===== src/rtl/dense_mv_serial.sv =====
// Serial fixed-point dense layer: y = W*x + b, one multiply-accumulate per clock.
// One vector in flight at a time; valid/ready handshakes on input and output.
module dense_mv_serial #(
  parameter int IN_DIM    = 4,
  parameter int OUT_DIM   = 4,
  parameter int WIDTH     = 16,
  parameter int FRAC      = 8,
  parameter int ACC_WIDTH = 40
) (
  input  logic                              clk,
  input  logic                              rst,
  input  logic                              in_valid,
  output logic                              in_ready,
  input  logic [IN_DIM*WIDTH-1:0]           in_vec,
  input  logic [OUT_DIM*IN_DIM*WIDTH-1:0]   weights_flat,
  input  logic [OUT_DIM*WIDTH-1:0]          bias_flat,
  output logic                              out_valid,
  input  logic                              out_ready,
  output logic [OUT_DIM*WIDTH-1:0]          out_vec,
  output logic                              busy
);

  localparam int JW = (IN_DIM  > 1) ? $clog2(IN_DIM)  : 1;
  localparam int IW = (OUT_DIM > 1) ? $clog2(OUT_DIM) : 1;
  localparam logic [JW-1:0] J_LAST = JW'(IN_DIM - 1);
  localparam logic [IW-1:0] I_LAST = IW'(OUT_DIM - 1);
  localparam logic signed [ACC_WIDTH-1:0] SAT_MAX =
    {{(ACC_WIDTH-WIDTH+1){1'b0}}, {(WIDTH-1){1'b1}}};
  localparam logic signed [ACC_WIDTH-1:0] SAT_MIN =
    {{(ACC_WIDTH-WIDTH+1){1'b1}}, {(WIDTH-1){1'b0}}};

  typedef enum logic [1:0] {S_IDLE, S_MAC, S_DONE} state_t;

  state_t                  state_q;
  logic [JW-1:0]           j_q;
  logic [IW-1:0]           i_q;
  logic signed [ACC_WIDTH-1:0] acc_q, acc_d;
  logic signed [WIDTH-1:0] x_q [IN_DIM];
  logic signed [WIDTH-1:0] y_q [OUT_DIM];
  logic                    in_ready_q, out_valid_q, busy_q;

  logic signed [WIDTH-1:0]     w_a [OUT_DIM][IN_DIM];
  logic signed [WIDTH-1:0]     b_a [OUT_DIM];
  logic signed [WIDTH-1:0]     w_sel, b_next;
  logic signed [2*WIDTH-1:0]   prod;

  function automatic logic signed [WIDTH-1:0] sat(input logic signed [ACC_WIDTH-1:0] v);
    if (v > SAT_MAX)      sat = SAT_MAX[WIDTH-1:0];
    else if (v < SAT_MIN) sat = SAT_MIN[WIDTH-1:0];
    else                  sat = v[WIDTH-1:0];
  endfunction

  // Bias is aligned to the product's 2*FRAC binary point before accumulation.
  function automatic logic signed [ACC_WIDTH-1:0] bias_load(input logic signed [WIDTH-1:0] b);
    logic signed [ACC_WIDTH-1:0] ext;
    ext = {{(ACC_WIDTH-WIDTH){b[WIDTH-1]}}, b};
    bias_load = ext <<< FRAC;
  endfunction

  for (genvar gi = 0; gi < OUT_DIM; gi++) begin : g_unpack_row
    assign b_a[gi] = bias_flat[gi*WIDTH +: WIDTH];
    assign out_vec[gi*WIDTH +: WIDTH] = y_q[gi];
    for (genvar gj = 0; gj < IN_DIM; gj++) begin : g_unpack_col
      assign w_a[gi][gj] = weights_flat[(gi*IN_DIM+gj)*WIDTH +: WIDTH];
    end
  end

  always_comb begin
    w_sel  = w_a[i_q][j_q];
    b_next = (i_q == I_LAST) ? '0 : b_a[i_q + 1'b1];
    prod   = x_q[j_q] * w_sel;
    acc_d  = acc_q + {{(ACC_WIDTH-2*WIDTH){prod[2*WIDTH-1]}}, prod};
  end

  always_ff @(posedge clk) begin
    if (rst) begin
      state_q     <= S_IDLE;
      i_q         <= '0;
      j_q         <= '0;
      acc_q       <= '0;
      in_ready_q  <= 1'b1;
      out_valid_q <= 1'b0;
      busy_q      <= 1'b0;
      for (int k = 0; k < IN_DIM; k++)  x_q[k] <= '0;
      for (int k = 0; k < OUT_DIM; k++) y_q[k] <= '0;
    end else begin
      case (state_q)
        S_IDLE: begin
          if (in_valid) begin
            for (int k = 0; k < IN_DIM; k++) x_q[k] <= in_vec[k*WIDTH +: WIDTH];
            i_q        <= '0;
            j_q        <= '0;
            acc_q      <= bias_load(b_a[0]);
            state_q    <= S_MAC;
            in_ready_q <= 1'b0;
            busy_q     <= 1'b1;
          end
        end
        S_MAC: begin
          if (j_q == J_LAST) begin
            y_q[i_q] <= sat(acc_d >>> FRAC);
            acc_q    <= bias_load(b_next);
            j_q      <= '0;
            if (i_q == I_LAST) begin
              i_q         <= '0;
              state_q     <= S_DONE;
              out_valid_q <= 1'b1;
            end else begin
              i_q <= i_q + 1'b1;
            end
          end else begin
            acc_q <= acc_d;
            j_q   <= j_q + 1'b1;
          end
        end
        S_DONE: begin
          if (out_ready) begin
            state_q     <= S_IDLE;
            out_valid_q <= 1'b0;
            in_ready_q  <= 1'b1;
            busy_q      <= 1'b0;
          end
        end
        default: state_q <= S_IDLE;
      endcase
    end
  end

  assign in_ready  = in_ready_q;
  assign out_valid = out_valid_q;
  assign busy      = busy_q;

endmodule


===== config.mk =====
export PLATFORM = sky130hd
export DESIGN_NAME = dense_mv_serial
export DESIGN_NICKNAME = d
export VERILOG_FILES = /design/src/rtl/dense_mv_serial.sv
export SDC_FILE = /design/constraint.sdc
export NUM_CORES = 1
export LEC_CHECK = 0
export CORE_MARGIN = 4
export CORE_UTILIZATION = 35
export CTS_BUF_LIST = sky130_fd_sc_hd__clkbuf_8
export DETAILED_ROUTE_END_ITERATION = 7
export SLEW_MARGIN = 5
export SYNTH_ARGS = -nofsm -noshare
export SYNTH_HDL_FRONTEND = slang
export SYNTH_SLANG_ARGS = --single-unit

===== constraint.sdc =====
create_clock -name clk -period 20.2 [get_ports clk]
set_input_delay 5.05 -clock clk [delete_from_list [all_inputs] [get_ports clk]]
set_output_delay 5.05 -clock clk [all_outputs]
set_load 0.005 [all_outputs]

==> results of run 1 <==
-- kinds of logic (layout without fill, tap and decap cells) --
kind of cell	count (synthesis)	in the layout
mux	136	136
compound gates	395	395
simple gates	683	683
fa+ha+maj	386	386
other cells	0	3
buf+inv	455	850
xor+xnor	68	68
flops	179	179
-- worst max-delay path by stage --
stage	startpoint	end	slack, ns	cells after the start
after global placement	weights_flat[196]	y_q[0][11]	3.81	39
after CTS	weights_flat[196]	y_q[2][1]	4.23	40
final	weights_flat[196]	y_q[2][1]	4.05	40
after detailed placement	weights_flat[196]	y_q[2][9]	3.69	40
after global routing	weights_flat[196]	y_q[2][1]	3.37	40
after floorplan	weights_flat[213]	y_q[1][0]	5.62	39
-- synth_stat cells (5+ instances only) --
master	count
mux2_2	24
a22oi_1	20
edfxtp_1	128
or2_2	5
and2_1	87
a221oi_1	5
a311oi_1	17
nand2_1	212
nand4_1	23
nand2b_1	34
mux2i_1	23
o21a_1	27
a31oi_1	12
o21bai_1	8
xnor2_1	51
a21boi_0	5
nand3_1	20
nor2b_1	10
mux4_2	89
xor2_1	16
dfxtp_1	51
a211oi_1	49
ha_1	123
fa_1	263
a21o_1	32
nor2_1	222
buf_2	9
inv_1	333
o21ai_1	18
o211ai_1	8
clkbuf_1	92
a21oi_1	83
and3_1	6
o21ai_0	68
nor3_1	33
buf_1	13
a211o_1	5
-- per-stage QoR --
stage	cell area (sq um)	std cells
after floorplan	22400	2302
after global placement	27700	3511
after detailed placement	27700	3511
after CTS	28200	3543
after global routing	28200	3546
final	28200	3546
-- cell usage in the layout, fill, tap and decap left out, types with 24 or more instances in the layout --
master           instances
edfxtp_1               128
nand2_1                212
a211oi_1                49
nor2_1                 220
nor3_1                  33
ha_1                   123
fa_1                   263
a21oi_1                 83
a21o_1                  32
dfxtp_1                 47
mux4_2                  89
and2_1                  87
mux2_2                  24
buf_4                   31
clkdlybuf4s50_1        453
o21ai_0                 65
o21a_1                  27
nand2b_1                33
inv_1                  333
xnor2_1                 51
-- flip-flops by register name, summed over array words and instances, names as in the netlist, named ones only --
signal and count:
j_q 2, out_valid 1, acc_q 40, state_q 2
x_q 64, busy 1, in_ready 1, i_q 2
y_q 64
-- per-layer routing --
metal,GRT usage [%],vias to the layer above,share of wire [%]
li1,-,8610,-
met3,3.40,101,5.8
met4,7.43,0,3.1
met1,25.8,9430,39
met2,37.7,736,52
met5,0,-,0
-- area by class of cell --
| class | instances | area share (%) |
|---|---|---|
| Multi-Input combinational cell | 1668 | 56.0 |
| Clock buffer | 17 | 0.830 |
| Clock inverter | 15 | 0.763 |
| Timing Repair Buffer | 485 | 16.9 |
| Antenna cell | 3 | 0.0266 |
| Tap cell | 846 | 3.75 |
| Sequential cell | 179 | 17.3 |
| Inverter | 333 | 4.43 |
-- worst min-delay path, delay by kind of cell (launching register included) --
kind / cells / cell delay [ns]
flops: 1 / 0.34
simple gates: 2 / 0.14
==> results.sh, run 1 <==
export IMPL_status="complete, no violations"
export IMPL_fin_hold_ws_ns=0.507
export IMPL_final_util_pct=44.6
export IMPL_yosysTopAreaCellShare_pct=23.5
export IMPL_r2r_start="i_q[0]"
export IMPL_synthTopCellsByArea="fa_1 (24%), edfxtp_1 (17%), mux4_2 (9.0%)"
export IMPL_ys_seq_area_share_pct=21.7
export IMPL_hold_buffers=0
export IMPL_synth_cell_types=81
export IMPL_grt_start_max_net_pins=65
export IMPL_max_freq_mhz=61.9
export IMPL_overflow=0
export IMPL_htreeDepth=4
export IMPL_setup_viol=0
export IMPL_hold_viol_final=0
export IMPL_dpl_hpwl_mm=60.1
export IMPL_cp_required_ns=20.54
export IMPL_synth_compound_area_share_pct=11.9
export IMPL_tns_ns=0
export IMPL_cts_resized=0
export IMPL_clkLatencyLatePin_ns=0.54
export IMPL_synth_top_family_by_area="adder cells"
export IMPL_hp_start="acc_q[30]"
export IMPL_synth_top_area_cell="fa_1"
export IMPL_fill_cells=5946
export IMPL_fp_row_count=92
export IMPL_max_slew_margin_pct=17.8
export IMPL_cp_slowest_stage_delay_ns=0.56
export IMPL_async_flop_share_pct=0
export IMPL_syn_area_per_cell_sq_um=9.73
export IMPL_fp_dieH_um=261
export IMPL_cp_common_cell="fa_1"
export IMPL_multi_input_area_sq_um=15800
export IMPL_worst_r2r_setup_slack_ns=7.33
export IMPL_ant_nets=0
export IMPL_fin_crit_sh_pct=80.0
export IMPL_synthXorXnorAreaFrac_pct=2.69
export IMPL_ys_warn_count=0
export IMPL_min_to="acc_q[30]"
export IMPL_viasPerCell=5.32
export IMPL_antenna_found_initial=4
export IMPL_worstPathMaxFanout=45
export IMPL_crit_family="adder cells"
export IMPL_grt_pass1_vias=19993
export IMPL_cts_sinks=179
export IMPL_ys_ff_latch=179
export IMPL_drt_iter0_markers=1171
export IMPL_worst_path_max_delay_cell="fa_1"
export IMPL_portBuffers=454
export IMPL_coreArea_sq_um=63200
export IMPL_setup_slack_ns=4.05
export IMPL_reg2reg_to="y_q[2][1]"
export IMPL_grt_setup_unrepaired="no"
export IMPL_startpoint_type="input pin"
export IMPL_place_ws_ns=3.69
export IMPL_finalMaxSlewViolations=0
export IMPL_fp_dieW_um=261
export IMPL_gp_congestion=0.896
export IMPL_hold_path_class="reg -> reg"
export IMPL_path_class="in -> reg"
export IMPL_pin_count=455
export IMPL_syn_area_sq_um=22400
export IMPL_grt_pass1_wl_mm=110
export IMPL_dr_total_vias=18877
export IMPL_dr_pass1_iters=7
export IMPL_track_usage_pct=21.1
export IMPL_fin_crit_ns=16.15
export IMPL_drc_errors=0
export IMPL_worstSetupEndpointType="flop"
export IMPL_syn_nets=3076
export IMPL_synthAdderAreaFrac_pct=30.4
export IMPL_finalClockSkew_ns=0.0347
export IMPL_nets=3458
export IMPL_synth_edf_count=128
export IMPL_initial_core_util_pct=35.4
export IMPL_cts_root_buf="clkbuf_8"
export IMPL_synth_simple_gate_area_share_pct=14.3
export IMPL_drive_gt1_share_pct=7.60
export IMPL_floorplan_die_area_sq_um=68100
export IMPL_cts_setup_buffers=0
export IMPL_crit_buf_inv=8
export IMPL_r2r_cells=40
export IMPL_cts_max_path_buffers=2
export IMPL_ys_flop_type="edfxtp_1"
export IMPL_routed_wl_mm=72.6
export IMPL_hold_depth=2
export IMPL_arrival_ns=16.49
export IMPL_netlist_instances=2302
export IMPL_cts_buffers_inserted=17
export IMPL_wl_per_cell_um=20.5
export IMPL_path_clk_slew_ns=0.14
export IMPL_max_cap_viol_count=0
export IMPL_synthMuxAreaShare_pct=11.2
export IMPL_cts_tree="done"
export IMPL_worst_pin_slew_ns=1.22
export IMPL_seq_area_sq_um=4870
export IMPL_area_growth_synth_to_final_pct=25.9
Power of run 1 is left out: the tool's default activity adds up to more than one toggle a clock period on the data nets, which glitch-free logic cannot reach.
==> run 2, diff against run 1 <==
- clock period: 20.2 -> 16.1 ns (I/O delays scaled with it)
==> results.sh, run 2 (same netlist as run 1, synthesis figures left out) <==
export IMPL_seq_area_sq_um=4870
export IMPL_fin_crit_ns=14.84
export IMPL_cts_resized=0
export IMPL_finalClockSkew_ns=0.0316
export IMPL_cts_tree="done"
export IMPL_timing_critical_path_from="weights_flat[211]"
export IMPL_path_class="in -> reg"
export IMPL_worstPathMaxFanout=15
export IMPL_startpoint_type="input pin"
export IMPL_antenna_found_initial=3
export IMPL_cp_common_cell="fa_1"
export IMPL_fp_row_count=92
export IMPL_track_usage_pct=21.2
export IMPL_largestRegisters="x_q (64), y_q (64), acc_q (40)"
export IMPL_drive_gt1_share_pct=7.74
export IMPL_fill_cells=5884
export IMPL_clkLatencyLatePin_ns=0.53
export IMPL_met3_usage_pct=2.95
export IMPL_dr_total_vias=18953
export IMPL_fp_dieH_um=261
export IMPL_cts_setup_buffers=0
export IMPL_viasPerCell=5.34
export IMPL_cp_slowest_stage_delay_ns=0.63
export IMPL_cts_buffers_inserted=17
export IMPL_max_cap_viol_count=0
export IMPL_worst_r2r_setup_slack_ns=3.54
export IMPL_setup_viol=0
export IMPL_max_slew_margin_pct=30.0
export IMPL_coreArea_sq_um=63200
export IMPL_overflow=0
export IMPL_tns_ns=0
export IMPL_fin_crit_sh_pct=92.2
export IMPL_final_common_cell="clkdlybuf4s50_1"
export IMPL_drc_errors=0
export IMPL_r2r_cells=36
export IMPL_htreeDepth=4
export IMPL_cp_required_ns=16.44
export IMPL_nets=3462
export IMPL_worst_pin_slew_ns=1.05
export IMPL_hold_path_class="reg -> reg"
export IMPL_reg2reg_to="y_q[3][1]"
export IMPL_busiest_layer="met2"
export IMPL_routed_wl_mm=72.9
export IMPL_cts_max_path_buffers=2
export IMPL_portBuffers=454
export IMPL_worst_path_max_delay_cell="mux4_2"
export IMPL_hold_buffers=0
export IMPL_grt_setup_unrepaired="no"
export IMPL_grt_start_max_net_pins=65
export IMPL_hp_start="acc_q[37]"
export IMPL_grt_pass1_wl_mm=112
export IMPL_status="complete, no violations"
export IMPL_dr_pass1_iters=5
export IMPL_initial_core_util_pct=35.4
export IMPL_finalMaxSlewViolations=0
export IMPL_cts_root_buf="clkbuf_8"
export IMPL_fp_dieW_um=261
export IMPL_cts_sinks=179
export IMPL_max_freq_mhz=67.4
export IMPL_drt_iter0_markers=1257
export IMPL_gp_congestion=0.908
export IMPL_ant_nets=0
export IMPL_multi_input_area_sq_um=15800
export IMPL_mostFrequentLayoutCells="clkdlybuf4s50_1 (453), inv_1 (333), fa_1 (263), nor2_1 (220), nand2_1 (212)"
export IMPL_worstSetupEndpointType="flop"
export IMPL_wl_per_cell_um=20.5
export IMPL_r2r_start="i_q[0]"
export IMPL_floorplan_die_area_sq_um=68100
export IMPL_pin_count=455
export IMPL_area_growth_synth_to_final_pct=26.0
export IMPL_dpl_hpwl_mm=60.1
export IMPL_hold_viol_final=0
export IMPL_globalRouteMet1Util_pct=26.6
export IMPL_met2_usage_pct=38.0
export IMPL_path_clk_slew_ns=0.13
export IMPL_arrival_ns=15.18
export IMPL_crit_end="y_q[3][1]"
export IMPL_grt_pass1_vias=19910
-- run 2: layout make-up --
| type | count | area share [%] |
|---|---|---|
| repair buffers | 489 | 17.0 |
| flip-flops and latches | 179 | 17.3 |
| well taps | 846 | 3.75 |
| multi-input cells | 1668 | 55.9 |
| clock buffers | 17 | 0.829 |
| diodes | 1 | 0.00887 |
| clock inverters | 15 | 0.732 |
| inverters | 333 | 4.43 |
-- run 2: metrics by stage --
step                      setup slack (ns)  instances  util [%]  instance area, sq um  hold slack, ns
after detailed placement             0.829       3515      43.9                 27800           0.487
after global routing                 0.628       3548      44.6                 28200           0.519
after global placement                1.08       3515      43.9                 27800           0.479
after floorplan                       2.55       2302         -                 22400           0.460
final                                 1.26       3548      44.6                 28200           0.505
after CTS                             1.37       3547      44.6                 28200           0.507
-- run 2: layer usage --
layer  wire, um  up-vias  share of wire (%)
li1           -     8611                  -
met1      28700     9497                 39
met2      37700      735                 52
met3       4170      110                5.7
met4       2260        0                3.1
met5          0        -                  0
-- run 2: how the worst min path moves through the flow --
stage                     end  cells after the start
floorplan            acc_q[2]                      2
finish              acc_q[37]                      2
CTS                 acc_q[36]                      2
global route        acc_q[23]                      2
global placement     acc_q[2]                      2
detailed placement  acc_q[36]                      2
-- run 2: critical path, delay by kind of cell --
family,cells,cell delay [ns]
xor+xnor,2,0.78
buf+inv,4,0.81
simple gates,7,1.52
compound gates,13,3.46
fa+ha+maj,8,3.47
mux,2,1.10
Power of run 2 is left out for the same reason.
==> run 3, diff against run 2 <==
- CORE_UTILIZATION: 35 -> 55
- PLACE_DENSITY: not set -> 0.85
==> results.sh, run 3 (same netlist as run 1, synthesis figures left out) <==
export IMPL_status="complete, no violations"
export IMPL_hold_viol_final=0
export IMPL_max_freq_mhz=65.4
export IMPL_final_common_cell="clkdlybuf4s50_1"
export IMPL_cts_sinks=179
export IMPL_coreArea_sq_um=40000
export IMPL_grt_start_max_net_pins=65
export IMPL_cts_setup_buffers=0
export IMPL_dpl_hpwl_mm=61.9
export IMPL_fin_crit_sh_pct=94.9
export IMPL_path_class="in -> reg"
export IMPL_hold_depth=2
export IMPL_drive_gt1_share_pct=7.70
export IMPL_tns_ns=0
export IMPL_mostFrequentLayoutCells="clkdlybuf4s50_1 (453), inv_1 (333), fa_1 (263), nor2_1 (220), nand2_1 (212)"
export IMPL_r2r_cells=38
export IMPL_grt_pass1_wl_mm=116
export IMPL_cp_slowest_stage_delay_ns=0.67
export IMPL_portBuffers=454
export IMPL_floorplan_die_area_sq_um=44000
export IMPL_fp_row_count=73
export IMPL_startpoint_type="input pin"
export IMPL_largestRegisters="x_q (64), y_q (64), acc_q (40)"
export IMPL_fill_cells=2960
export IMPL_initial_core_util_pct=56.0
export IMPL_place_area_sq_um=27400
export IMPL_grt_setup_unrepaired="no"
export IMPL_setup_viol=0
export IMPL_dr_pass1_iters=8
export IMPL_cp_required_ns=16.42
export IMPL_overflow=0
export IMPL_viasPerCell=6.02
export IMPL_gp_congestion=0.986
export IMPL_arrival_ns=15.60
export IMPL_cts_root_buf="clkbuf_8"
export IMPL_grt_pass1_vias=20706
export IMPL_hold_buffers=0
export IMPL_clkLatencyLatePin_ns=0.54
export IMPL_finalClockSkew_ns=0.0280
export IMPL_cts_resized=0
export IMPL_finalMaxSlewViolations=0
export IMPL_wl_per_cell_um=23.2
export IMPL_pin_count=455
export IMPL_max_cap_viol_count=0
export IMPL_routed_wl_mm=74.9
export IMPL_worst_pin_slew_ns=1.15
export IMPL_max_slew_margin_pct=22.9
export IMPL_worstSetupEndpointType="flop"
export IMPL_cts_buffers_inserted=17
export IMPL_worst_path_max_delay_cell="and2_1"
export IMPL_cp_common_cell="fa_1"
export IMPL_fp_dieW_um=210
export IMPL_hold_path_class="reg -> reg"
export IMPL_fp_dieH_um=210
export IMPL_drc_errors=0
export IMPL_stdcell_area_sq_um=27800
export IMPL_htreeDepth=4
export IMPL_drt_iter0_markers=1874
export IMPL_cts_max_path_buffers=2
export IMPL_track_usage_pct=34.2
export IMPL_worstPathMaxFanout=45
export IMPL_cts_tree="done"
export IMPL_path_clk_slew_ns=0.11
export IMPL_area_growth_synth_to_final_pct=24.1
export IMPL_dr_total_vias=19478
export IMPL_ant_nets=0
export IMPL_nets=3463
export IMPL_fin_crit_ns=15.29
export IMPL_antenna_found_initial=6
==> run 3: final timing paths <==
kind                    startpoint  slack [ns]        end
setup / recovery  weights_flat[54]        0.81  y_q[2][4]
hold reg to reg          acc_q[28]        0.50  acc_q[28]
setup reg to reg            i_q[0]        3.30  y_q[2][4]
hold / removal           acc_q[28]        0.50  acc_q[28]
==> run 3: final cells by class <==
| class | instances | area [sq um] | share of cell area (%) |
|---|---|---|---|
| Antenna cell | 7 | 17.5 | 0.0630 |
| Tap cell | 525 | 657 | 2.36 |
| Clock inverter | 15 | 170 | 0.612 |
| Timing Repair Buffer | 490 | 4810 | 17.3 |
| Inverter | 333 | 1250 | 4.50 |
| Sequential cell | 179 | 4870 | 17.5 |
| Multi-Input combinational cell | 1668 | 15800 | 56.8 |
| Clock buffer | 17 | 234 | 0.842 |
==> run 3: metrics by stage <==
stage / util (%) / hold slack [ns] / setup WS [ns] / cells
after floorplan: - / 0.460 / 2.55 / 2302
after global placement: 68.4 / 0.478 / 0.687 / 3195
after detailed placement: 68.4 / 0.487 / 0.568 / 3195
after CTS: 69.4 / 0.507 / 1.06 / 3227
after global routing: 69.5 / 0.519 / 0.318 / 3233
final: 69.5 / 0.504 / 0.815 / 3234
==> run 3: critical path: cells and delay by family <==
kind | cells | cell delay (ns)
AOI/OAI and AO/OA | 15 | 4.18
adders and majority gates | 8 | 3.84
buffers and inverters | 7 | 1.38
and+or+nand+nor | 6 | 1.13
muxes | 2 | 0.74
xor gates and xnor gates | 1 | 0.29
==> run 3: metal layers <==
layer,up-vias,wire length (um),track usage (%)
met5,-,0,0
met3,215,6210,6.88
met4,0,3780,16.0
met1,9584,27500,42.6
li1,8614,-,-
met2,1065,37400,57.7
Power of run 3 is left out for the same reason.
